<file path="src/rtl/uart_rx_pkg.sv">
// Shared definitions for the UART receive frame decoder: state encoding,
// parity-type constants and the supported oversampling ratios.
package uart_rx_pkg;

    typedef enum logic [2:0] {
        ST_IDLE,
        ST_START,
        ST_DATA,
        ST_PARITY,
        ST_STOP
    } rx_state_e;

    localparam logic PAR_EVEN = 1'b0;
    localparam logic PAR_ODD  = 1'b1;

    localparam logic [5:0] PRESCALE_8  = 6'd8;
    localparam logic [5:0] PRESCALE_16 = 6'd16;
    localparam logic [5:0] PRESCALE_32 = 6'd32;

endpackage

</file>
<file path="src/rtl/uart_rx_frame_decoder_if.sv">
// Sampler-side / system-side signal bundle of the frame decoder.
// master = the sampler/testbench side, slave = the decoder.
interface uart_rx_frame_decoder_if #(
    parameter int unsigned DATA_WIDTH = 8
);
    logic [5:0]            PRESCALE;
    logic [5:0]            edge_cnt;
    logic                  frame_active;
    logic                  sampled_bit;
    logic                  PAR_EN;
    logic                  PAR_TYP;
    logic [DATA_WIDTH-1:0] P_DATA;
    logic                  data_valid;
    logic                  par_err;
    logic                  stp_err;
    logic                  strt_glitch;

    modport master (
        output PRESCALE, edge_cnt, frame_active, sampled_bit, PAR_EN, PAR_TYP,
        input  P_DATA, data_valid, par_err, stp_err, strt_glitch
    );

    modport slave (
        input  PRESCALE, edge_cnt, frame_active, sampled_bit, PAR_EN, PAR_TYP,
        output P_DATA, data_valid, par_err, stp_err, strt_glitch
    );
endinterface

</file>
<file path="src/rtl/uart_rx_frame_decoder_parity_calc.sv">
// Expected parity bit for a received data word (even: XOR of data, odd: its
// inverse). Only built when UART_RX_PARITY_EN is defined.
`ifdef UART_RX_PARITY_EN
module rx_parity_calc
    import uart_rx_pkg::*;
#(
    parameter int unsigned DATA_WIDTH = 8
) (
    input  logic [DATA_WIDTH-1:0] data_i,
    input  logic                  par_typ_i,
    output logic                  par_o
);
    assign par_o = (par_typ_i == PAR_ODD) ? ~(^data_i) : ^data_i;
endmodule
`endif

</file>
<file path="src/rtl/uart_rx_frame_decoder.sv">
// UART receive frame decoder: tracks start/data/parity/stop per bit-end strobe
// and delivers the byte with error flags. Parity support: UART_RX_PARITY_EN.
module uart_rx_frame_decoder
    import uart_rx_pkg::*;
#(
    parameter int unsigned DATA_WIDTH = 8
) (
    input logic                    CLK,
    input logic                    RST,
    uart_rx_frame_decoder_if.slave bus
);
    localparam int unsigned      IDX_W    = $clog2(DATA_WIDTH + 1);
    localparam logic [IDX_W-1:0] LAST_IDX = IDX_W'(DATA_WIDTH - 1);

    rx_state_e             state_q, state_d;
    logic [DATA_WIDTH-1:0] shift_q, shift_d;
    logic [DATA_WIDTH-1:0] pdata_q, pdata_d;
    logic [IDX_W-1:0]      idx_q, idx_d;
    logic                  valid_q, valid_d;
    logic                  glitch_q, glitch_d;
    logic                  stp_err_q, stp_err_d;
    logic                  par_err_q;
    logic [5:0]            last_edge;
    logic                  bit_end;

    // 6-bit subtraction wraps modulo 64 by construction
    assign last_edge = bus.PRESCALE - 6'd1;
    assign bit_end   = bus.frame_active && (bus.edge_cnt == last_edge);

`ifdef UART_RX_PARITY_EN
    logic par_err_d;
    logic par_en_q, par_en_d;
    logic par_typ_q, par_typ_d;
    logic exp_par;

    rx_parity_calc #(.DATA_WIDTH(DATA_WIDTH)) u_parity_calc (
        .data_i    (shift_q),
        .par_typ_i (par_typ_q),
        .par_o     (exp_par)
    );

    always_ff @(posedge CLK) begin
        if (!RST) begin
            par_err_q <= 1'b0;
            par_en_q  <= 1'b0;
            par_typ_q <= PAR_EVEN;
        end else begin
            par_err_q <= par_err_d;
            par_en_q  <= par_en_d;
            par_typ_q <= par_typ_d;
        end
    end
`else
    logic unused_par_cfg;
    assign unused_par_cfg = bus.PAR_EN ^ bus.PAR_TYP;
    assign par_err_q      = 1'b0;
`endif

    always_ff @(posedge CLK) begin
        if (!RST) begin
            state_q   <= ST_IDLE;
            shift_q   <= '0;
            idx_q     <= '0;
            pdata_q   <= '0;
            valid_q   <= 1'b0;
            glitch_q  <= 1'b0;
            stp_err_q <= 1'b0;
        end else begin
            state_q   <= state_d;
            shift_q   <= shift_d;
            idx_q     <= idx_d;
            pdata_q   <= pdata_d;
            valid_q   <= valid_d;
            glitch_q  <= glitch_d;
            stp_err_q <= stp_err_d;
        end
    end

    always_comb begin
        state_d   = state_q;
        shift_d   = shift_q;
        idx_d     = idx_q;
        pdata_d   = pdata_q;
        valid_d   = 1'b0;
        glitch_d  = 1'b0;
        stp_err_d = stp_err_q;
`ifdef UART_RX_PARITY_EN
        par_err_d = par_err_q;
        par_en_d  = par_en_q;
        par_typ_d = par_typ_q;
`endif
        // Abort has priority over a coincident bit_end; flags are left as-is
        if (state_q != ST_IDLE && !bus.frame_active) begin
            state_d = ST_IDLE;
        end else begin
            case (state_q)
                ST_IDLE: begin
                    if (bus.frame_active) begin
                        state_d   = ST_START;
                        shift_d   = '0;
                        idx_d     = '0;
                        stp_err_d = 1'b0;
`ifdef UART_RX_PARITY_EN
                        par_err_d = 1'b0;
`endif
                    end
                end
                ST_START: begin
                    if (bit_end) begin
                        if (!bus.sampled_bit) begin
                            state_d = ST_DATA;
`ifdef UART_RX_PARITY_EN
                            par_en_d  = bus.PAR_EN;
                            par_typ_d = bus.PAR_TYP;
`endif
                        end else begin
                            glitch_d = 1'b1;
                            state_d  = ST_IDLE;
                        end
                    end
                end
                ST_DATA: begin
                    if (bit_end) begin
                        shift_d = {bus.sampled_bit, shift_q[DATA_WIDTH-1:1]};
                        idx_d   = idx_q + IDX_W'(1);
                        if (idx_q == LAST_IDX) begin
`ifdef UART_RX_PARITY_EN
                            state_d = par_en_q ? ST_PARITY : ST_STOP;
`else
                            state_d = ST_STOP;
`endif
                        end
                    end
                end
`ifdef UART_RX_PARITY_EN
                ST_PARITY: begin
                    if (bit_end) begin
                        if (exp_par != bus.sampled_bit) begin
                            par_err_d = 1'b1;
                        end
                        state_d = ST_STOP;
                    end
                end
`endif
                ST_STOP: begin
                    if (bit_end) begin
                        stp_err_d = ~bus.sampled_bit;
                        if (bus.sampled_bit && !par_err_q) begin
                            pdata_d = shift_q;
                            valid_d = 1'b1;
                        end
                        state_d = ST_IDLE;
                    end
                end
                default: state_d = ST_IDLE;
            endcase
        end
    end

    assign bus.P_DATA      = pdata_q;
    assign bus.data_valid  = valid_q;
    assign bus.par_err     = par_err_q;
    assign bus.stp_err     = stp_err_q;
    assign bus.strt_glitch = glitch_q;

endmodule

</file>
<file path="src/flat_wrapper.sv">
// flat-port wrapper written by rule: the top's interface ports become plain ports
module uart_rx_frame_decoder_flat import uart_rx_pkg::*;
#(
    parameter int unsigned DATA_WIDTH = 8
)
  (CLK, RST, bus_PRESCALE, bus_edge_cnt, bus_frame_active, bus_sampled_bit, bus_PAR_EN, bus_PAR_TYP, bus_P_DATA, bus_data_valid, bus_par_err, bus_stp_err, bus_strt_glitch);
  uart_rx_frame_decoder_if #(.DATA_WIDTH(DATA_WIDTH)) bus_i ();
  input logic CLK;
  input logic RST;
  input wire logic [$bits(bus_i.PRESCALE)-1:0] bus_PRESCALE;
  input wire logic [$bits(bus_i.edge_cnt)-1:0] bus_edge_cnt;
  input wire logic [$bits(bus_i.frame_active)-1:0] bus_frame_active;
  input wire logic [$bits(bus_i.sampled_bit)-1:0] bus_sampled_bit;
  input wire logic [$bits(bus_i.PAR_EN)-1:0] bus_PAR_EN;
  input wire logic [$bits(bus_i.PAR_TYP)-1:0] bus_PAR_TYP;
  output wire logic [$bits(bus_i.P_DATA)-1:0] bus_P_DATA;
  output wire logic [$bits(bus_i.data_valid)-1:0] bus_data_valid;
  output wire logic [$bits(bus_i.par_err)-1:0] bus_par_err;
  output wire logic [$bits(bus_i.stp_err)-1:0] bus_stp_err;
  output wire logic [$bits(bus_i.strt_glitch)-1:0] bus_strt_glitch;
  assign bus_i.PRESCALE = bus_PRESCALE;
  assign bus_i.edge_cnt = bus_edge_cnt;
  assign bus_i.frame_active = bus_frame_active;
  assign bus_i.sampled_bit = bus_sampled_bit;
  assign bus_i.PAR_EN = bus_PAR_EN;
  assign bus_i.PAR_TYP = bus_PAR_TYP;
  assign bus_P_DATA = bus_i.P_DATA;
  assign bus_data_valid = bus_i.data_valid;
  assign bus_par_err = bus_i.par_err;
  assign bus_stp_err = bus_i.stp_err;
  assign bus_strt_glitch = bus_i.strt_glitch;
  uart_rx_frame_decoder #(.DATA_WIDTH(DATA_WIDTH)) u_core (.CLK(CLK), .RST(RST), .bus(bus_i));
endmodule
</file>
<file path="config.mk">
export PLATFORM = sky130hd
export DESIGN_NAME = uart_rx_frame_decoder_flat
export DESIGN_NICKNAME = d
export VERILOG_FILES = /design/src/rtl/uart_rx_pkg.sv /design/src/rtl/uart_rx_frame_decoder_if.sv /design/src/rtl/uart_rx_frame_decoder_parity_calc.sv /design/src/rtl/uart_rx_frame_decoder.sv /design/src/flat_wrapper.sv
export SDC_FILE = /design/constraint.sdc
export NUM_CORES = 1
export LEC_CHECK = 0
export CAP_MARGIN = 20
export CORE_MARGIN = 1
export CORE_UTILIZATION = 44
export DETAILED_ROUTE_END_ITERATION = 7
export GPL_ROUTABILITY_DRIVEN = 0
export GPL_TIMING_DRIVEN = 1
export PLACE_DENSITY = 0.73
export SYNTH_ARGS = -nofsm -noshare
export SYNTH_HDL_FRONTEND = slang
export SYNTH_HIERARCHICAL = 1
export SYNTH_SLANG_ARGS = --single-unit
</file>
<file path="constraint.sdc">
create_clock -name CLK -period 2.5 [get_ports CLK]
set_input_delay 0.75 -clock CLK [delete_from_list [all_inputs] [get_ports CLK]]
set_output_delay 0.75 -clock CLK [all_outputs]
set_load 0.005 [all_outputs]
</file>
==> run metrics <==
list of most frequent post-synthesis cells=nand2_1, dfxtp_1, mux2i_1; Hold Worst Slack=0.467 ns; first-pass GRT wire length=5530 µm; unrepaired setup endpoints after global routing=false; Slew Limit Headroom=0.632; Max Root-Sink Buffers=2; fin crit period=2.44 ns; Layout Skew=0.00344 ns; worst reg2reg endpoint=u_core/state_q[2]$_SDFFE_PP0P_; initial antenna violation count=0; post-DR wirelength/cell=12.5 µm; Die W=59.3 µm; Post-Synth XOR/XNOR Area=0.0425; max-cap check violation count=0; met2 wire length=1560 µm; Synth area leaders=dfxtp_1, mux2i_1, nand2_1; Post-Synth Adder-Cell Area=0.0173; # IOs=30; Synth Area in Simple Gates=0.239; reg2reg start=u_core/state_q[1]$_SDFFE_PP0P_; initial core utilization=0.469; status=completed; crit path launch type=primary input; worst slack, placed=-0.657 ns; Root Driver=clkbuf_4; setup ws final=0.0582 ns; largest family of logic cells by synthesized area=simple AND/OR/NAND/NOR gates; worst hold-check path type=reg2reg; Comb power frac=0.179; Compound-Gate Fraction of Synth Area=0.169; min-delay src=u_core/bus.P_DATA[4]$_SDFFE_PN0P_; multiplexer area fraction after synthesis=0.104; met3 routed WL=150 µm; total CTS buffers=3; Worst-Skew Late Latency=0.34 ns; area share of the largest cell type after synthesis=0.361; number of global-route vias before repair=1,288; WHS Path Cells=2; leak pwr=0.763 nW; CP Max Fanout=4; Avg Cell Area, Syn=8.39 µm²; FF-to-FF path depth=6; Post-Syn Instances=172; final hold violation count=0; Metal-1 WL=1550 µm; GRT Util Overall=0.208; PD cells=441 nW/µm²; Async S/R FF share, synth=0; Post-synth EDFFs=0; worst-margin pin slew=0.546 ns; Yosys top cell by area=dfxtp_1; Required @ worst endpoint=2.78 ns; H-tree Lvls=1; TritonCTS clock tree=yes; Placed Cells=259; Nets=241; Final Cycle Share=0.977; synth-to-layout area growth=37.3%; Filler Cell Count=279; die area=3510 µm²; crit end category=register; Vias per Instance=5.28; part of the power in registers=0.480; Post-route DRC=0; DR vias=1,395; largest net degree at the start of global routing=20; synth warn=6; Core Box Area=3080 µm²; Final Setup Violations=0; syn nets=192; synth unique cells=46; Non-Filler Instances=264; CP arrival=2.73 ns; layout cells sized above 1=0.214; Port Buffer Count=26; Clk network pwr share=0.341; CP startpoint=bus_PRESCALE[1]; Worst-path clk slew=0.15 ns; 1st-iter DRT viols=58; f_max=410 MHz; drt first pass iters=4; setup_tns=0 ns; sequential share of the synthesized area=0.361; Chip Height=59.3 µm; top layer reached by signal wires=met4; predominant post-synthesis flop cell=dfxtp_1; hold endpoint=u_core/bus.P_DATA[4]$_SDFFE_PN0P_; Slew Limit Fails=0; Multi-input gate area=861 µm²; Rows=20; GRT overflow=0; synthesis-stage register bit count=26; sequential cell area=520 µm²; Switching Fraction=0.243; NetSw=0.000213 W; maximum VDD drop=0.195 mV; WS Path Type=in2reg; Power Internal=0.000661 W; number of clock sinks=26; Detail Placement HPWL=2520 µm; Routed Antenna Nets=0; final WL=3310 µm; Antenna Cells=0; R2R setup slack=0.73 ns; count leader, synth=nand2_1; Synth Cell Area=1440 µm²
-- power groups by stage --
| stage | sequential [W] | clock [W] | combinational [W] |
|---|---|---|---|
| 2_1_floorplan | 0.000425 | 0 | 0.0000780 |
| 3_3_place_gp | 0.000428 | 0 | 0.000150 |
| 3_5_place_dp | 0.000429 | 0 | 0.000155 |
| 4_1_cts | 0.000420 | 0.000306 | 0.000155 |
| 5_1_grt | 0.000420 | 0.000317 | 0.000170 |
| 6_report | 0.000420 | 0.000298 | 0.000156 |
-- flip-flops by register name, indices dropped and copies added (netlist names) --
register,count
u_core/shift_q,8
u_core/bus.stp_err,1
u_core/bus.data_valid,1
u_core/bus.strt_glitch,1
u_core/idx_q,4
u_core/state_q,3
u_core/bus.P_DATA,8
-- timing repair --
action,CTS,global route
gates resized for setup,15,4
cloned,1,0
hold buffers,0,0
pin swaps,6,0
setup endpoints to repair,24,8
buffers inserted,0,0
-- cell type report --
type,instances,area share
Inverter,7,0.0133
Clock inverter,1,0.0152
Multi-Input combinational cell,129,0.435
Clock buffer,3,0.0114
Timing Repair Buffer,54,0.235
Tap cell,44,0.0278
Sequential cell,26,0.263
-- logic make-up after synthesis --
| family | count (synthesis) |
|---|---|
| flops | 26 |
| simple gates | 70 |
| fa+ha+maj | 2 |
| xor+xnor | 7 |
| mux | 15 |
| compound gates | 34 |
| buf+inv | 17 |
| other cells | 1 |
-- layout by cell type, fill, tap and decap left out, types with 5 or more instances in the layout --
cell type and count:
inv_1 7, buf_4 27, nor2_1 8, nand2_1 31, a21oi_1 5, clkdlybuf4s50_1 22, mux2i_1 15, dfxtp_1 26
nand3_1 8, o21ai_0 7
-- metal layers --
metal	up-vias	global-route usage
li1	708	-
met1	646	0.267
met2	36	0.340
met3	5	0.0306
met4	0	0.0986
met5	-	0
-- worst max path at each step --
| stage | to | slack (ns) |
|---|---|---|
| after global placement | u_core/bus.P_DATA[2]$_SDFFE_PN0P_ | -0.61 |
| after detailed placement | u_core/bus.P_DATA[6]$_SDFFE_PN0P_ | -0.66 |
| after floorplan | u_core/shift_q[7]$_SDFFE_PN0P_ | -0.12 |
| final | u_core/bus.P_DATA[0]$_SDFFE_PN0P_ | 0.06 |
| after global routing | u_core/idx_q[3]$_SDFFE_PN0P_ | 0.01 |
| after CTS | u_core/bus.P_DATA[5]$_SDFFE_PN0P_ | 0.02 |
-- critical path, stage by stage --
cell	delay, ns
buf_2	0.11
or4_4	0.51
or3_4	0.42
a211o_4	0.36
nor4_4	0.21
buf_4	0.20
mux2i_1	0.17
-- through the flow --
step | utilization | instance area (µm²) | power, W
floorplan | - | 1460 | 0.000503
global placement | 0.621 | 1910 | 0.000578
detailed placement | 0.621 | 1910 | 0.000583
CTS | 0.641 | 1970 | 0.000880
global route | 0.643 | 1980 | 0.000908
finish | 0.643 | 1980 | 0.000874
Note: power is estimated with default switching activity, not from simulation.
